File: config.mk
export PLATFORM = sky130hd
export DESIGN_NAME = set_count_gen
export DESIGN_NICKNAME = d
export VERILOG_FILES = /design/src/rtl/set_count_pkg.sv /design/src/rtl/set_dist_cmp.sv /design/src/rtl/set_count_gen.sv
export SDC_FILE = /design/constraint.sdc
export NUM_CORES = 1
export LEC_CHECK = 0
export CAP_MARGIN = 5
export CORE_MARGIN = 4
export CORE_UTILIZATION = 65
export CTS_CLUSTER_SIZE = 12
export DETAILED_ROUTE_END_ITERATION = 6
export PLACE_DENSITY_LB_ADDON = 0.3
export RECOVER_POWER = 100
export SLEW_MARGIN = 10
export SYNTH_ARGS = -nofsm -noshare
export SYNTH_HDL_FRONTEND = slang
export SYNTH_SLANG_ARGS = --single-unit
File: constraint.sdc
create_clock -name clk -period 12.8 [get_ports clk]
set_input_delay 1.92 -clock clk [delete_from_list [all_inputs] [get_ports clk]]
set_output_delay 1.92 -clock clk [all_outputs]
set_load 0.02 [all_outputs]
File: src/rtl/set_count_pkg.sv
// Shared types and constants for the set_count_gen lattice counter.
// Legacy func encodings map the old four-mode SET block onto the truth table.
package set_count_pkg;

  typedef enum logic [2:0] {
    IDLE,
    LOAD,
    SCAN,
    DRAIN,
    DONE
  } state_t;

  localparam int DRAIN_CYC = 3;

  localparam logic [7:0] FUNC_A   = 8'hAA;
  localparam logic [7:0] FUNC_AND = 8'h88;
  localparam logic [7:0] FUNC_XOR = 8'h66;
  localparam logic [7:0] FUNC_TWO = 8'h68;

endpackage

File: src/rtl/set_dist_cmp.sv
// One-circle distance slice: S1 difference, S2 squared distance, S3 compare.
// Macro SET_COUNT_STRICT_EN selects strict (<) membership instead of <=.
module set_dist_cmp #(
  parameter int CW = 4
) (
  input  logic            clk,
  input  logic            rst,
  input  logic [CW-1:0]   cx,
  input  logic [CW-1:0]   cy,
  input  logic [CW-1:0]   px,
  input  logic [CW-1:0]   py,
  input  logic [2*CW-1:0] rsq,
  output logic            hit
);

  localparam int SW = 2*CW+1;

  logic signed [CW:0]   dx;
  logic signed [CW:0]   dy;
  logic signed [SW-1:0] ex;
  logic signed [SW-1:0] ey;
  logic        [SW-1:0] sq;
  logic        [SW-1:0] dsq;
  logic                 hit_d;

  // the true sum is below 2^SW, so modular width arithmetic is exact
  always_comb begin
    ex = {{CW{dx[CW]}}, dx};
    ey = {{CW{dy[CW]}}, dy};
    sq = SW'(ex * ex + ey * ey);
  end

  always_comb begin
`ifdef SET_COUNT_STRICT_EN
    hit_d = dsq < {1'b0, rsq};
`else
    hit_d = dsq <= {1'b0, rsq};
`endif
  end

  always_ff @(posedge clk or posedge rst) begin
    if (rst) begin
      dx  <= '0;
      dy  <= '0;
      dsq <= '0;
      hit <= 1'b0;
    end else begin
      dx  <= $signed({1'b0, cx}) - $signed({1'b0, px});
      dy  <= $signed({1'b0, cy}) - $signed({1'b0, py});
      dsq <= sq;
      hit <= hit_d;
    end
  end

endmodule

File: src/rtl/set_count_gen.sv
// Counts lattice points whose circle-membership vector is selected by func.
// Build option: SET_COUNT_STRICT_EN makes circle membership strict.
module set_count_gen
  import set_count_pkg::*;
#(
  parameter int CW     = 4,
  parameter int NCIRC  = 3,
  parameter int GRID_W = 8,
  parameter int GRID_H = 8,
  parameter int CNT_W  = $clog2(GRID_W*GRID_H+1)
) (
  input  logic                  clk,
  input  logic                  rst,
  input  logic                  en,
  input  logic [NCIRC*2*CW-1:0] central,
  input  logic [NCIRC*CW-1:0]   radius,
  input  logic [2**NCIRC-1:0]   func,
  output logic                  busy,
  output logic                  valid,
  output logic [CNT_W-1:0]      candidate
);

  localparam logic [CW-1:0] XMAX = CW'(GRID_W);
  localparam logic [CW-1:0] YMAX = CW'(GRID_H);
  localparam logic [1:0]    DLST = 2'(DRAIN_CYC-1);

  state_t state;
  state_t state_n;

  logic [NCIRC*2*CW-1:0] cen_q;
  logic [NCIRC*CW-1:0]   rad_q;
  logic [2**NCIRC-1:0]   func_q;
  logic [CW-1:0]         px;
  logic [CW-1:0]         py;
  logic [1:0]            dcnt;
  logic [2:0]            vld;
  logic [NCIRC-1:0]      hit;
  logic [CNT_W-1:0]      acc;
  logic [CNT_W-1:0]      acc_n;
  logic                  last_pt;
  logic                  drain_end;
  logic                  idle_ok;
  logic                  sel;

  assign busy      = (state == LOAD) || (state == SCAN) || (state == DRAIN);
  assign valid     = (state == DONE);
  assign idle_ok   = (state == IDLE) || (state == DONE);
  assign last_pt   = (px == XMAX) && (py == YMAX);
  assign drain_end = (dcnt == DLST);
  assign sel       = func_q[hit];
  assign acc_n     = acc + CNT_W'(vld[2] & sel);

  always_ff @(posedge clk or posedge rst) begin
    if (rst) state <= IDLE;
    else     state <= state_n;
  end

  always_comb begin
    state_n = state;
    unique case (state)
      IDLE:    if (en) state_n = LOAD;
      LOAD:    state_n = SCAN;
      SCAN:    if (last_pt) state_n = DRAIN;
      DRAIN:   if (drain_end) state_n = DONE;
      DONE:    state_n = en ? LOAD : IDLE;
      default: state_n = IDLE;
    endcase
  end

  always_ff @(posedge clk or posedge rst) begin
    if (rst) begin
      cen_q     <= '0;
      rad_q     <= '0;
      func_q    <= '0;
      px        <= '0;
      py        <= '0;
      dcnt      <= '0;
      vld       <= '0;
      acc       <= '0;
      candidate <= '0;
    end else begin
      if (idle_ok && en) begin
        cen_q  <= central;
        rad_q  <= radius;
        func_q <= func;
      end
      vld <= {vld[1:0], state == SCAN};
      if (state == LOAD) begin
        px  <= CW'(1);
        py  <= CW'(1);
        acc <= '0;
      end else begin
        acc <= acc_n;
      end
      if (state == SCAN) begin
        dcnt <= '0;
        if (px == XMAX) begin
          px <= CW'(1);
          py <= py + CW'(1);
        end else begin
          px <= px + CW'(1);
        end
      end
      // forward the final accumulation so the result lands on the DONE edge
      if (state == DRAIN) begin
        dcnt <= dcnt + 2'd1;
        if (drain_end) candidate <= acc_n;
      end
    end
  end

  for (genvar i = 0; i < NCIRC; i++) begin : g_circ
    logic [CW-1:0]   cx;
    logic [CW-1:0]   cy;
    logic [CW-1:0]   r;
    logic [2*CW-1:0] rsq;

    assign cx = cen_q[(NCIRC-i)*2*CW-1 -: CW];
    assign cy = cen_q[(NCIRC-i)*2*CW-CW-1 -: CW];
    assign r  = rad_q[(NCIRC-i)*CW-1 -: CW];

    always_ff @(posedge clk or posedge rst) begin
      if (rst)                rsq <= '0;
      else if (state == LOAD) rsq <= {{CW{1'b0}}, r} * {{CW{1'b0}}, r};
    end

    set_dist_cmp #(.CW(CW)) u_cmp (
      .clk (clk),
      .rst (rst),
      .cx  (cx),
      .cy  (cy),
      .px  (px),
      .py  (py),
      .rsq (rsq),
      .hit (hit[i])
    );
  end

endmodule

==> flow_metrics.env, run 1 <==
export IMPL_wl_per_cell_um=15.3
export IMPL_avgSynthCellArea_um2=10.7
export IMPL_cts_setup_buffers=0
export IMPL_clk_path_buf_depth=2
export IMPL_synth_net_count=1360
export IMPL_synth_distinct_cells=53
export IMPL_worst_setup_path_start_kind="input pin"
export IMPL_synth_cells=1081
export IMPL_drtAntennaViolNets=0
export IMPL_worst_pin_slew_ps=3780
export IMPL_hold_end="vld[2]"
export IMPL_crit_path_cell_trace="dlygate4sd3_1 > clkinvlp_2 > buf_4"
export IMPL_path_clk_slew_ps=60
export IMPL_highest_layer="met4"
export IMPL_dp_hpwl_um=16100
export IMPL_fin_hold_ws_ps=348
export IMPL_p_per_area_nw_per_um2=80.3
export IMPL_crit_family="buffers and inverters"
export IMPL_drt_met1_wl_um=9240
export IMPL_cp_max_fo=87
export IMPL_synth_main_ff_cell="dfrtp_1"
export IMPL_synth_seq_cells=155
export IMPL_nFillCells=1217
export IMPL_ios=56
export IMPL_grt_pass1_wl_um=37700
export IMPL_violations="max-capacitance violations, max-slew violations"
export IMPL_arrival_ps=5610
export IMPL_period_share=0.403
export IMPL_crit_buf_inv=3
export IMPL_worst_path_max_delay_cell="clkinvlp_2"
export IMPL_synthToLayoutAreaGrowth_pct=11.5
export IMPL_rows=48
export IMPL_min_period_ps=5160
export IMPL_power_frac_comb=0.023
export IMPL_viasPerCell=5.31
export IMPL_worstSetupPathType="input pin to asynchronous set/reset pin"
export IMPL_setup_violations=0
export IMPL_cts_tree="done"
export IMPL_die_x_um=141
export IMPL_ctsResizeCount=0
export IMPL_finalSetupTns_ps=0
export IMPL_reg2reg_depth=15
export IMPL_cts_inserted_buffers=17
export IMPL_yosysSeqAreaShare=0.337
export IMPL_peakVddDrop_mv=0.105
export IMPL_core_area_um2=17400
export IMPL_cts_hold_buffers=0
export IMPL_cp_required_ps=13250
export IMPL_internal_power_mw=0.805
export IMPL_n_antenna_cell=0
export IMPL_final_seq_area_um2=3880
export IMPL_io_buffers=55
export IMPL_mostFrequentLayoutCell="inv_1"
export IMPL_synthTopCellsByArea="dfrtp_1, fa_1, ha_1, inv_1, xnor2_1"
export IMPL_seq_power_share=0.475
export IMPL_hp_start="vld[1]"
export IMPL_cts_root_buf="clkbuf_16"
export IMPL_grt_max_degree=88
export IMPL_grt_overflow_total=0
export IMPL_multi_input_area_um2=6710
export IMPL_cts_sinks=155
export IMPL_slowest_delay_ps=2120
export IMPL_cp_end_kind="asynchronous set/reset pin"
export IMPL_drive_above_1_share=0.0605
export IMPL_drtIter0Drc=371
export IMPL_r2r_start="g_circ[2].u_cmp.dx[4]"
export IMPL_maxSlewViolCount=181
export IMPL_h_tree_depth=4
export IMPL_drt_wl_total_um=21100
export IMPL_nets=1423
export IMPL_grt_usage=0.234
export IMPL_grt_pass1_vias=7924
export IMPL_status="complete, but fails checks"
export IMPL_yosys_warnings=0
export IMPL_die_area_um2=19900
export IMPL_start_util=0.663
export IMPL_swShare=0.219
export IMPL_die_y_um=141
export IMPL_crit_reg2reg_capture="g_circ[2].u_cmp.dsq[8]"
export IMPL_final_hold_violation_count=0
export IMPL_rsz0062_at_grt="no"
export IMPL_syn_area_um2=11500
export IMPL_p_clk_frac=0.502
export IMPL_leakage_nw=6.41
export IMPL_async_flop_share=1.00
export IMPL_layout_common_cells="inv_1, dfrtp_1, ha_1"
export IMPL_regToRegSetupSlack_ps=8280
export IMPL_met3WireLength_um=871
export IMPL_antenna_found_initial=0
export IMPL_max_clock_freq_mhz=194
export IMPL_p_switching_mw=0.226
export IMPL_hold_path_class="flip-flop to flip-flop"
export IMPL_synth_edf_count=0
export IMPL_vias=7343
export IMPL_whs_path_depth=0
export IMPL_maxCapViolCount=3
export IMPL_drcViolationCount=0
export IMPL_slew_headroom=-1.53
export IMPL_yosysTopAreaCellShare=0.337
export IMPL_wl_met2_um=10700
export IMPL_finalWeightedCongestion=0.851
export IMPL_finalClockSkew_ps=6.83
export IMPL_insertion_delay_ps=430
export IMPL_yosysTopAreaCell="dfrtp_1"
export IMPL_drt_pass1_iterations=5
-- per-layer routing --
layer | global-route usage | up-vias
met1 | 0.310 | 3632
met5 | 0 | -
met4 | 0.0551 | 0
met2 | 0.405 | 156
met3 | 0.0438 | 25
li1 | - | 3530
-- registers in the layout (all words and copies together) (netlist names) --
register and cells:
rad_q 12, px 4, dcnt 2, func_q 8
vld 3, g_circ.u_cmp.dy 15, acc 7, state 3
py 4, g_circ.u_cmp.dsq 27, candidate 7, g_circ.rsq 21
g_circ.u_cmp.dx 15, cen_q 24, g_circ.u_cmp.hit 3
-- stage by stage --
| stage | cells | instance area [µm²] | power, mW | worst slack, ps | util |
|---|---|---|---|---|---|
| 3_3_place_gp | 1350 | 12300 | 0.523 | 8400 | 0.707 |
| 4_1_cts | 1382 | 12900 | 1.04 | 8260 | 0.742 |
| 3_5_place_dp | 1350 | 12300 | 0.523 | 8270 | 0.707 |
| 2_1_floorplan | 1081 | 11500 | 0.506 | 6700 | - |
| 6_report | 1382 | 12800 | 1.03 | 7640 | 0.740 |
| 5_1_grt | 1382 | 12800 | 1.06 | 6840 | 0.740 |
-- cell families after synthesis --
| family | share of synthesized area |
|---|---|
| buf+inv | 0.0771 |
| flops | 0.337 |
| compound gates | 0.0648 |
| simple gates | 0.104 |
| fa+ha+maj | 0.321 |
| mux | 0.0386 |
| xor+xnor | 0.0586 |
-- final cells by class --
| cell class | instances | area share |
|---|---|---|
| Clock buffer | 19 | 0.0353 |
| Timing Repair Buffer | 57 | 0.0438 |
| Clock inverter | 13 | 0.0121 |
| Tap cell | 225 | 0.0219 |
| Inverter | 212 | 0.0621 |
| Sequential cell | 155 | 0.302 |
| Multi-Input combinational cell | 701 | 0.523 |
-- how the worst max path moves through the flow --
stage                        endpoint             startpoint  slack [ps]  cells after the start
2_1_floorplan                  acc[0]                    rst        6700                      1
3_3_place_gp   g_circ[1].u_cmp.dsq[8]  g_circ[1].u_cmp.dy[4]        8400                     14
3_5_place_dp   g_circ[2].u_cmp.dsq[8]  g_circ[2].u_cmp.dx[4]        8270                     15
4_1_cts        g_circ[2].u_cmp.dsq[8]  g_circ[2].u_cmp.dx[4]        8260                     15
5_1_grt                      cen_q[5]                    rst        6840                      3
6_report                    cen_q[21]                    rst        7640                      3
-- power by group through the flow --
stage          registers, mW  logic (mW)  clock network [mW]
3_5_place_dp           0.499      0.0244                   0
3_3_place_gp           0.499      0.0243                   0
5_1_grt                0.490      0.0264               0.546
2_1_floorplan          0.499     0.00724                   0
6_report               0.490      0.0235               0.517
4_1_cts                0.490      0.0247               0.524
-- cell usage after synthesis (all sizes together) (15+ instances only) --
library cell,count
nor2,25
mux2,32
a21oi,39
dfrtp,155
and2,47
xnor2,62
ha,127
fa,105
a21o,22
nor2b,21
o21ai,48
nand2b,17
nand2,89
inv,212
xor2,15
No activity file was read; power rests on OpenSTA's default activity.
==> run 2, diff against run 1 <==
CORE_UTILIZATION = 56   (was 65)
clock period = 4.6 ns   (was 12.8 ns; I/O delays follow)
==> run 2 against run 1 <==
Compared with the run above:
- the flow still finishes with violations (max-capacitance violations, max-slew violations)
- sequential power grew to 2.8 times the previous value
- register-to-register slack lost 8100 ps
- via count shrank 3.1%
- sequential share of layout area shrank 0.18 points
- clock power grew to 2.8 times the previous value
- wire length shrank 6.7%
==> flow_metrics.env, run 2 (synthesized netlist as in run 1, its figures left out) <==
export IMPL_worst_setup_path_start_kind="flip-flop"
export IMPL_viasPerCell=4.97
export IMPL_cp_end_kind="flip-flop"
export IMPL_maxCapViolCount=2
export IMPL_synthToLayoutAreaGrowth_pct=12.4
export IMPL_die_y_um=151
export IMPL_max_clock_freq_mhz=225
export IMPL_period_share=0.966
export IMPL_dp_hpwl_um=15400
export IMPL_rows=52
export IMPL_hold_path_class="flip-flop to flip-flop"
export IMPL_io_buffers=55
export IMPL_setup_violations=0
export IMPL_drtAntennaViolNets=0
export IMPL_dp_slack_ps=87.0
export IMPL_highest_layer="met4"
export IMPL_wl_per_cell_um=13.7
export IMPL_crit_path_frequent_cell="fa_1"
export IMPL_grt_pass1_vias=7446
export IMPL_clk_path_buf_depth=2
export IMPL_finalWeightedCongestion=0.839
export IMPL_largest_register="g_circ.u_cmp.dsq"
export IMPL_path_clk_slew_ps=60
export IMPL_min_period_ps=4440
export IMPL_drive_above_1_share=0.0732
export IMPL_status="complete, but fails checks"
export IMPL_p_per_area_nw_per_um2=223
export IMPL_finalClockSkew_ps=11.2
export IMPL_hp_start="vld[0]"
export IMPL_slew_headroom=-1.20
export IMPL_rsz0062_at_grt="no"
export IMPL_crit_family="adder cells"
export IMPL_die_x_um=151
export IMPL_drcViolationCount=0
export IMPL_reg_top3="g_circ.u_cmp.dsq: 27 flops, cen_q: 24 flops, g_circ.rsq: 21 flops"
export IMPL_cts_tree="done"
export IMPL_drtIter0Drc=350
export IMPL_cp_max_fo=6
export IMPL_drt_wl_total_um=19700
export IMPL_violations="max-capacitance violations, max-slew violations"
export IMPL_drt_pass1_iterations=4
export IMPL_layout_common_cells="inv_1, dfrtp_1, ha_1"
export IMPL_mostFrequentLayoutCell="inv_1"
export IMPL_n_antenna_cell=0
export IMPL_startpoint="g_circ[2].u_cmp.dx[0]"
export IMPL_finalSetupTns_ps=0
export IMPL_grt_overflow_total=0
export IMPL_nets=1427
export IMPL_final_hold_violation_count=0
export IMPL_drt_met1_wl_um=9300
export IMPL_core_area_um2=20200
export IMPL_cp_required_ps=4900
export IMPL_antenna_found_initial=0
export IMPL_slowest_delay_ps=540
export IMPL_grt_pass1_wl_um=34800
export IMPL_worst_path_max_delay_cell="fa_1"
export IMPL_r2r_start="g_circ[2].u_cmp.dx[0]"
export IMPL_cts_sinks=155
export IMPL_grt_usage=0.192
export IMPL_wl_met2_um=9420
export IMPL_crit_buf_inv=3
export IMPL_final_cells=1431
export IMPL_maxSlewViolCount=214
export IMPL_arrival_ps=4750
export IMPL_dpl_cell_count=1397
export IMPL_worstSetupPathType="flip-flop to flip-flop"
export IMPL_die_area_um2=22900
export IMPL_cts_inserted_buffers=17
export IMPL_met3WireLength_um=687
export IMPL_insertion_delay_ps=420
export IMPL_worst_slack_ps=159
export IMPL_start_util=0.569
export IMPL_ios=56
export IMPL_largest_reg_flops=27
export IMPL_vias=7116
export IMPL_grt_max_degree=156
export IMPL_h_tree_depth=4
export IMPL_leakage_nw=6.43
export IMPL_crit_path_cell_trace="or2b_1 > fa_1 > inv_1 > fa_1 > inv_1 > fa_1 > inv_1 > fa_1 > fa_1 > ha_1 > a21oi_1 > nor2b_1 > o21ai_0 > a21oi_1 > xnor2_1"
export IMPL_worst_pin_slew_ps=3290
export IMPL_cts_hold_buffers=0
export IMPL_cts_root_buf="clkbuf_16"
export IMPL_peakVddDrop_mv=0.207
run 2: repair_timing:
item                       CTS  global route
setup endpoints to repair    0             6
buffers inserted             0             2
hold endpoints to repair     0             0
resized for setup            0            13
run 2: power breakdown:
part / total [mW] / switching (mW) / internal (mW)
clock: 1.45 / 0.566 / 0.889
sequential: 1.36 / 0 / 1.36
combinational: 0.0655 / 0.0310 / 0.0345
total: 2.88 / 0.597 / 2.29
run 2: path summary, 6_finish.rpt:
path | cells past startpoint | end | slack (ps)
min in group asynchronous | 3 | g_circ[1].rsq[5] | 1480
worst min-delay path | 0 | vld[1] | 350
worst max register to register | 15 | g_circ[2].u_cmp.dsq[8] | 160
worst max-delay path | 15 | g_circ[2].u_cmp.dsq[8] | 160
max in group asynchronous | 3 | g_circ[2].u_cmp.dy[4] | 1660
worst min register to register | 0 | vld[1] | 350
run 2: worst register-to-register path, stage by stage, from the launching register on:
cell and delay, ps:
dfrtp_1 460, or2b_1 270, fa_1 480, inv_1 50, fa_1 470, inv_1 50, fa_1 520, inv_1 50
fa_1 500, fa_1 540, ha_1 310, a21oi_1 140, nor2b_1 70, o21ai_0 190, a21oi_1 110, xnor2_1 140
run 2: through the flow:
step           total power [mW]  cell area (µm²)  hold slack (ps)  utilization
2_1_floorplan              1.41            11500              331            -
3_3_place_gp               1.46            12400              336        0.611
5_1_grt                    2.98            12900              364        0.640
4_1_cts                    2.92            13000              347        0.641
6_report                   2.88            12900              348        0.640
3_5_place_dp               1.46            12400              337        0.611
run 2: cell type report:
type	count	area, µm²
clock buffer	20	457
clock inverter	12	163
fill	1607	7290
inverter	212	800
multi-input combinational	701	6710
sequential	155	3890
tap	270	338
timing repair buffer	61	588
run 2: layer usage:
metal | up-vias | track usage
met5 | - | 0
met4 | 0 | 0.0544
met3 | 18 | 0.0332
met2 | 102 | 0.312
met1 | 3458 | 0.266
li1 | 3538 | -
